--- config.mk ---
export PLATFORM = sky130hd
export DESIGN_NAME = bcd_to_binary
export DESIGN_NICKNAME = d
export VERILOG_FILES = /design/src/rtl/bcd_to_binary_pkg.sv /design/src/rtl/bcd_to_binary_digit_adjust.sv /design/src/rtl/bcd_to_binary.sv
export SDC_FILE = /design/constraint.sdc
export NUM_CORES = 1
export LEC_CHECK = 0
export BUFFER_PORTS_ARGS = -buffer_cell sky130_fd_sc_hd__buf_2
export CORE_MARGIN = 8
export CORE_UTILIZATION = 50
export CTS_CLUSTER_DIAMETER = 80
export DETAILED_ROUTE_END_ITERATION = 10
export PLACE_DENSITY = 0.74
export SLEW_MARGIN = 40
export SYNTH_ARGS = -nofsm -noshare
export SYNTH_HDL_FRONTEND = slang
export SYNTH_HIERARCHICAL = 1
export SYNTH_SLANG_ARGS = --single-unit
--- constraint.sdc ---
create_clock -name i_Clock -period 2.25 [get_ports i_Clock]
set_input_delay 0.3375 -clock i_Clock [delete_from_list [all_inputs] [get_ports i_Clock]]
set_output_delay 0.3375 -clock i_Clock [all_outputs]
set_load 0.005 [all_outputs]
--- src/rtl/bcd_to_binary_pkg.sv ---
// -----------------------------------------------------------------------------
// bcd_to_binary_pkg
// Shared definitions for the BCD-to-binary converter and its per-digit
// adjust block: FSM state encoding, BCD digit constants and a digit
// validity helper.
// -----------------------------------------------------------------------------
package bcd_to_binary_pkg;

    // Conversion FSM states; 2'b11 is unused and recovers to ST_IDLE.
    typedef enum logic [1:0] {
        ST_IDLE  = 2'b00,
        ST_SHIFT = 2'b01,
        ST_DONE  = 2'b10
    } state_t;

    // Largest legal decimal digit.
    localparam logic [3:0] BCD_DIGIT_MAX     = 4'd9;
    // A digit at or above this value after a right shift needs correcting.
    localparam logic [3:0] BCD_ADJ_THRESHOLD = 4'd8;
    // Correction applied to such a digit.
    localparam logic [3:0] BCD_ADJ_VALUE     = 4'd3;

    // True when a 4-bit field does not hold a decimal digit.
    function automatic logic digit_invalid(input logic [3:0] digit);
        logic bad;
        if (digit > BCD_DIGIT_MAX) begin
            bad = 1'b1;
        end else begin
            bad = 1'b0;
        end
        return bad;
    endfunction

endpackage

--- src/rtl/bcd_to_binary_digit_adjust.sv ---
// -----------------------------------------------------------------------------
// bcd_to_binary_digit_adjust
// Combinational correction of one BCD digit after a right shift: a digit of
// 8 or more has received the half-weight of the digit above it (worth 5 in
// this digit, but shifted in as 8), so 3 is subtracted.
//
// Ports:
//   digit_in   in  4  shifted digit
//   digit_out  out 4  corrected digit
// -----------------------------------------------------------------------------
module bcd_to_binary_digit_adjust
    import bcd_to_binary_pkg::*;
(
    input  logic [3:0] digit_in,
    output logic [3:0] digit_out
);

    // Subtract the correction when the threshold is reached.
    always_comb begin
        digit_out = digit_in;
        if (digit_in >= BCD_ADJ_THRESHOLD) begin
            digit_out = digit_in - BCD_ADJ_VALUE;
        end else begin
            digit_out = digit_in;
        end
    end

endmodule

--- src/rtl/bcd_to_binary.sv ---
// -----------------------------------------------------------------------------
// bcd_to_binary
// Sequential reverse double-dabble converter. A packed BCD word is loaded into
// the upper field of a single working register; each SHIFT cycle shifts the
// whole register right by one and corrects every BCD digit, so the binary
// value accumulates in the lower field. Latency is fixed at OUTPUT_WIDTH shift
// cycles regardless of data; an invalid digit short-cuts straight to DONE.
//
// Parameters:
//   DECIMAL_DIGITS  number of packed BCD digits
//   OUTPUT_WIDTH    binary result width and number of shift iterations
//
// Ports:
//   i_Clock   in   1                 clock, rising edge
//   i_Rst_L   in   1                 asynchronous active-low reset
//   i_Start   in   1                 conversion request, sampled only in IDLE
//   i_BCD     in   DECIMAL_DIGITS*4  packed BCD, digit 0 in [3:0]
//   o_Binary  out  OUTPUT_WIDTH      result, held until the next completion
//   o_Busy    out  1                 high in every state but IDLE
//   o_Done    out  1                 one-cycle completion pulse
//   o_Error   out  1                 invalid digit or overflow, held with result
// -----------------------------------------------------------------------------
module bcd_to_binary
    import bcd_to_binary_pkg::*;
#(
    parameter int DECIMAL_DIGITS = 2,
    parameter int OUTPUT_WIDTH   = 7
) (
    input  logic                        i_Clock,
    input  logic                        i_Rst_L,
    input  logic                        i_Start,
    input  logic [DECIMAL_DIGITS*4-1:0] i_BCD,
    output logic [OUTPUT_WIDTH-1:0]     o_Binary,
    output logic                        o_Busy,
    output logic                        o_Done,
    output logic                        o_Error
);

    localparam int BCD_W  = DECIMAL_DIGITS * 4;
    localparam int WORK_W = BCD_W + OUTPUT_WIDTH;
    localparam int CNT_W  = (OUTPUT_WIDTH > 1) ? $clog2(OUTPUT_WIDTH) : 1;

    state_t                    state_r;
    state_t                    state_next_s;
    logic [WORK_W-1:0]         work_r;
    logic [WORK_W-1:0]         work_next_s;
    logic [WORK_W-1:0]         shifted_s;
    logic [WORK_W-1:0]         adjusted_s;
    logic [CNT_W-1:0]          cnt_r;
    logic [CNT_W-1:0]          cnt_next_s;
    logic                      invalid_r;
    logic                      invalid_next_s;
    logic [DECIMAL_DIGITS-1:0] digit_bad_s;
    logic                      any_bad_s;
    logic                      load_result_s;
    logic [OUTPUT_WIDTH-1:0]   binary_r;
    logic                      busy_r;
    logic                      done_r;
    logic                      error_r;

    // Logical right shift of the whole working register; the BCD field's
    // low bit falls into the top of the binary field.
    assign shifted_s = {1'b0, work_r[WORK_W-1:1]};

    // The binary field passes through unchanged; only BCD digits are corrected.
    assign adjusted_s[OUTPUT_WIDTH-1:0] = shifted_s[OUTPUT_WIDTH-1:0];

    genvar g;
    generate
        for (g = 0; g < DECIMAL_DIGITS; g = g + 1) begin : g_digit
            bcd_to_binary_digit_adjust u_adjust (
                .digit_in  (shifted_s[OUTPUT_WIDTH + 4*g +: 4]),
                .digit_out (adjusted_s[OUTPUT_WIDTH + 4*g +: 4])
            );
            assign digit_bad_s[g] = digit_invalid(i_BCD[4*g +: 4]);
        end
    endgenerate

    assign any_bad_s = |digit_bad_s;

    // Next-state and datapath selection for the conversion FSM.
    always_comb begin
        state_next_s   = state_r;
        work_next_s    = work_r;
        cnt_next_s     = cnt_r;
        invalid_next_s = invalid_r;
        load_result_s  = 1'b0;
        case (state_r)
            ST_IDLE: begin
                if (i_Start) begin
                    work_next_s = {i_BCD, {OUTPUT_WIDTH{1'b0}}};
                    cnt_next_s  = CNT_W'(OUTPUT_WIDTH - 1);
                    if (any_bad_s) begin
                        invalid_next_s = 1'b1;
                        state_next_s   = ST_DONE;
                        load_result_s  = 1'b1;
                    end else begin
                        invalid_next_s = 1'b0;
                        state_next_s   = ST_SHIFT;
                    end
                end else begin
                    state_next_s = ST_IDLE;
                end
            end
            ST_SHIFT: begin
                work_next_s = adjusted_s;
                // The counter reaching zero marks the final shift, which
                // also moves the FSM into DONE on the same edge.
                if (cnt_r == {CNT_W{1'b0}}) begin
                    state_next_s  = ST_DONE;
                    load_result_s = 1'b1;
                end else begin
                    cnt_next_s = cnt_r - CNT_W'(1);
                end
            end
            ST_DONE: begin
                state_next_s = ST_IDLE;
            end
            default: begin
                state_next_s = ST_IDLE;
            end
        endcase
    end

    // State, working register and registered outputs.
    always_ff @(posedge i_Clock or negedge i_Rst_L) begin
        if (!i_Rst_L) begin
            state_r   <= ST_IDLE;
            work_r    <= {WORK_W{1'b0}};
            cnt_r     <= {CNT_W{1'b0}};
            invalid_r <= 1'b0;
            binary_r  <= {OUTPUT_WIDTH{1'b0}};
            busy_r    <= 1'b0;
            done_r    <= 1'b0;
            error_r   <= 1'b0;
        end else begin
            state_r   <= state_next_s;
            work_r    <= work_next_s;
            cnt_r     <= cnt_next_s;
            invalid_r <= invalid_next_s;
            busy_r    <= (state_next_s != ST_IDLE);
            done_r    <= (state_next_s == ST_DONE);
            // A nonzero residue in the BCD field after all shifts means the
            // value did not fit; the binary field then holds it modulo 2^W.
            if (load_result_s) begin
                binary_r <= work_next_s[OUTPUT_WIDTH-1:0];
                error_r  <= invalid_next_s | (|work_next_s[WORK_W-1:OUTPUT_WIDTH]);
            end else begin
                binary_r <= binary_r;
                error_r  <= error_r;
            end
        end
    end

    assign o_Binary = binary_r;
    assign o_Busy   = busy_r;
    assign o_Done   = done_r;
    assign o_Error  = error_r;

endmodule
# Word level (Yosys, flattened, before mapping)
# Index checks and enable logic that the tools add are counted.
[op_classes]
addsub = 3
n_lt_le_gt_ge = 4
eq_ne = 4
muxes = 19
n_bitwise = 1
n_reduce_logical = 7
[ops]
columns = ["op", "count"]
rows = [
  ["$pmux W15 S2", 1],
  ["$mux W15", 1],
  ["$gt A4 B4 Y1 const B", 2],
  ["$mux W4", 2],
  ["$reduce_or A8 Y1", 1],
  ["$mux W1", 7],
  ["$mux W2", 3],
  ["$mux W3", 2],
  ["$pmux W3 S2", 1],
  ["$ge A3 B4 Y1 const B", 1],
  ["$ge A4 B4 Y1 const B", 1],
  ["$ne A2 B2 Y1 const B", 2],
  ["$pmux W2 S2", 1],
  ["$reduce_bool A2 Y1", 2],
  ["$sub A3 B2 Y4 const B", 1],
  ["$sub A4 B2 Y4 const B", 1],
  ["$logic_not A3 Y1", 1],
  ["$reduce_and A3 Y1", 1],
  ["$sub A3 B1 Y3 const B", 1],
  ["$eq A2 B1 Y1 const B", 1],
  ["$eq A2 B2 Y1 const B", 1],
  ["$logic_not A2 Y1", 1],
  ["$pmux W1 S2", 1],
  ["$reduce_or A2 Y1", 1],
  ["$or A1 B1 Y1", 1],
]
[totals]
reg_bits = 31
inputBits = 11
output_inout_bits = 10

# Longest topological paths before layout
[logic_depth]
depth_word = 7
ltp_mapped = 8

# Cells and area by module
# Netlist, hierarchy kept.
[by_module_without_submodules]
columns = ["module", "instances", "cells_per_inst", "area_each_um2", "seq_area_each_um2"]
rows = [
  ["bcd_to_binary", 1, 112, 1337.5, 775.7],
  ["bcd_to_binary_digit_adjust", 2, 11, 76.3, 0.0],
]

# Least setup slack after synthesis
# OpenSTA, ideal clock, no wires.
[synth_path]
path_type = "reg2reg"
start = "register state_r[1]"
end = "register error_r (netlist: o_Error)"
setup_ns = 0.132
arrival_time_ns = 1.840
required_ns = 2.118
setup_slack_ns = 0.278
path_stages_with_launch = 7
path_buffers = 1
path_cell_list = "dfrtp_1 buf_6 or4b_1 o221a_2 or4b_4 nor4_2 a2bb2oi_1"
[synth_via]
elab_chain_len = 4
word_cells_on_any_way = 7
[synth_rtl]
columns = ["item", "line_no", "source"]
rows = [
  ["start, declared", "bcd_to_binary.sv:43", "state_t state_r;"],
  ["start signal, assigned", "bcd_to_binary.sv:137", "state_r <= state_next_s;"],
  ["$eq A2 B1 Y1 / $logic_not A2 Y1 (equally long branches)", "bcd_to_binary.sv:88", "case (state_r)"],
  ["$pmux W15 S2 (*)", "bcd_to_binary.sv:88", ""],
  ["net work_next_s[13]", "bcd_to_binary.sv:46", "logic [WORK_W-1:0] work_next_s;"],
  ["$reduce_or A8 Y1 (*)", "bcd_to_binary.sv:147", "error_r <= invalid_next_s | (|work_next_s[WORK_W-1:OUTPUT_WIDTH]);"],
  ["$or A1 B1 Y1 (*)", "bcd_to_binary.sv:147", ""],
  ["end signal, assigned", "bcd_to_binary.sv:147", ""],
  ["end signal, assigned", "bcd_to_binary.sv:150", "error_r <= error_r;"],
  ["end, declared", "bcd_to_binary.sv:59", "logic error_r;"],
]
# The timed path passes the listed nets; every way through them passes the cells marked *.
# A chain may end at the register's enable or synchronous reset.

# Worst setup path after layout
[layout_path]
start = "register state_r[0]"
end = "register error_r (netlist: o_Error)"
# Same word-level chain as after synthesis.

==> run metrics <==
number of buffer and inverter instances along the worst setup path 1; number of nets with antenna violations after routing 0; maximum clock rate 478 MHz; power dissipated by switching net loads 801 uW; first-pass GRT wire length 5300 um; top cells by area, synth dfrtp_1 52%, ha_1 5.0%, a22o_1 4.1%, mux2_2 3.8%, o221a_2 3.0%; fraction of power spent switching nets 38.7%; clock latency at the later pin of the worst-skew pair 0.31 ns; most used standard cell by instance count after synthesis dfrtp_1; mapped cell area 1490 um2; Clock Tree Root clkbuf_4; final critical path time including I/O delays and setup 2.09 ns; final HPWL from detailed placement 2310 um; WP data arrival 2.28 ns; Post-Layout Cell Count 195; number of flops mapped to enable cells by yosys 0; Starting Density 50.5%; relative area change from synthesis to final layout 12.8%; DIE WIDTH 70.6 um; outcome finished clean; biggest cell delay along the critical path 0.51 ns; Post-Syn Instances 134; leakage power summed over all cells 0.000839 uW; crit path max-delay cell type or4b_4; diode count 0; path length in cells of the critical path 6; Final Routed Wirelength 3110 um; Relative slew margins 55.3%; clock buffers created by TritonCTS 5; Die H 70.6 um; leading area contributor after synthesis dfrtp_1; part of the Yosys area used for sequential elements 52.1%; largest net degree at the start of global routing 32; fraction of the cycle the final worst path needs 93.0%; Critical Path End Type register; final layout net count 180; slew at the pin closest to its max-slew limit 0.671 ns; layout cell share with drive strength beyond 1 24.7%; Clk network pwr share 13.1%; Final Max Tran Viols 0; Final TNS setup 0 ns; placeable core region 2950 um2; Critical Path RT 2.44 ns; Post-CTS Hold Fix Bufs 0; global router's overall resource usage 13.5%; max capacitance violation total 0; type of the setup path with the least slack reg2reg; Resize count post-CTS 0; power per standard cell area 1230 nW/um2; register bit count reported by yosys 31; part of the total power dissipated in sequential elements 45.1%; Die Outline Area 4980 um2; proportion of synthesized flip-flops having asynchronous set or reset 100%; total power 2070 uW; number of standard-cell rows in the floorplan 20; Hold Crit Class in2async; Internal Power 1270 uW; first-pass detailed-route iteration total 4; final setup violation count 0; antenna violations before repair 0; final weighted congestion in routability-driven placement 0.871; area fraction of the dominant cell type after synthesis 52.1%; setup repair after global routing missed its margin no; vias in the first global route 1143; detailed-route wire length per cell 15.9 um; Clk pin slew, worst setup/hold paths 0.08 ns; IO Count 21; total number of vias 1125; largest clock skew in the final design 0.00509 ns; Avg Inst Size Synth 11.1 um2; maximum level of the CTS H-tree 2; Post-synth top flop dfrtp_1; post-CTS setup-driven buffer insertion count 0; combinational share of power 41.7%; final standard cell utilization of the core 56.9%; kind of cell adding the most delay to the critical path compound AO/OA/AOI/OAI gates; drc violations 0; count of clock tree sinks 31; critical path startpoint category register; hold violation count in the final report 0; number of port buffers 20; DRC violation total after the first TritonRoute iteration 71; fillers 260; distinct cell type count after synthesis 35; Peak VDD IR 0.717 mV; Cell Count Post-Placement 189; number of cells traversed by the worst register-to-register path 6; crit-path max FO 12; post-DR vias/cell 5.77; deepest clock path buffer count 2; total grt overflow 0; clock tree from TritonCTS built; cells traversed along the worst timing path o21bai_1, inv_2, o221a_2, or4b_4, nor4_2, a2bb2oi_1; top cells by instance count after synthesis 31 x dfrtp_1, 11 x inv_1, 8 x o21ai_0; number of warnings reported in the yosys synthesis log 6
## state kept, by name, indices dropped and copies added, names as in the netlist
signal and count:
cnt_r 3, o_Done 1, o_Busy 1, invalid_r 1, o_Error 1, work_r 15, state_r 2, o_Binary 7
## worst paths after layout
kind                            start           to  slack, ns
setup / recovery           state_r[0]      o_Error       0.16
hold / removal                i_Rst_L    invalid_r       0.05
setup reg to reg           state_r[0]      o_Error       0.16
hold reg to reg              cnt_r[0]     cnt_r[0]       0.49
max in group asynchronous     i_Rst_L  o_Binary[0]       1.76
min in group i_Clock         i_BCD[3]   work_r[10]       0.33
## layout by cell type (no fill, tap or decap), types with 4 or more instances in the layout
cell / synthesis / final
dfrtp_1: 31 / 31
buf_2: 2 / 20
inv_1: 11 / 11
o21ai_0: 8 / 8
nand2_1: 7 / 7
a22o_1: 7 / 7
a21oi_1: 7 / 7
nor2_1: 6 / 6
ha_1: 6 / 6
nand2b_1: 5 / 5
mux2_2: 5 / 5
clkbuf_4: 0 / 5
conb_1: 1 / 5
nor2b_1: 4 / 4
o221a_2: 4 / 4
## power groups by stage
| stage | logic, uW | registers [uW] | clock network [uW] |
|---|---|---|---|
| 4_1_cts | 862 | 933 | 287 |
| 3_3_place_gp | 826 | 929 | 0 |
| 6_report | 863 | 933 | 272 |
| 5_1_grt | 972 | 965 | 310 |
| 2_1_floorplan | 638 | 886 | 0 |
| 3_5_place_dp | 853 | 944 | 0 |
## metrics by stage
| step | cell area [um2] | worst slack, ns | hold WS [ns] |
|---|---|---|---|
| after detailed placement | 1640 | 0.196 | 0.416 |
| final | 1680 | 0.157 | 0.0471 |
| after floorplan | 1510 | 0.278 | 0.0419 |
| after CTS | 1680 | 0.182 | 0.0636 |
| after global routing | 1680 | 0.0264 | 0.0973 |
| after global placement | 1640 | 0.243 | 0.410 |
## metal layers
metal / vias up / wire, um / global-route usage [%]
met4: 0 / 48 / 5.54
met2: 34 / 1500 / 21.5
met5: - / 0 / 0
li1: 528 / - / -
met3: 7 / 183 / 4.80
met1: 556 / 1370 / 16.2
## kinds of logic (layout without fill, tap and decap cells)
| family | Yosys count | count (layout) | synth area share [%] |
|---|---|---|---|
| other | 1 | 5 | 0.252 |
| buffers and inverters | 17 | 41 | 4.95 |
| XOR/XNOR | 4 | 4 | 2.35 |
| AND/OR/NAND/NOR | 31 | 31 | 12.4 |
| AO/OA/AOI/OAI | 37 | 37 | 17.6 |
| multiplexers | 7 | 7 | 5.29 |
| adder cells (fa/ha/maj) | 6 | 6 | 5.04 |
| flip-flops | 31 | 31 | 52.1 |
## final cells by class
type | count | area [um2] | share of cell area, %
Sequential cell | 31 | 776 | 46.1
Timing Repair Buffer | 23 | 123 | 7.29
Tap cell | 33 | 41.3 | 2.46
Multi-Input combinational cell | 90 | 656 | 39.0
Inverter | 12 | 45.0 | 2.68
Clock buffer | 6 | 41.3 | 2.46
No activity file was read; power rests on OpenSTA's default activity.
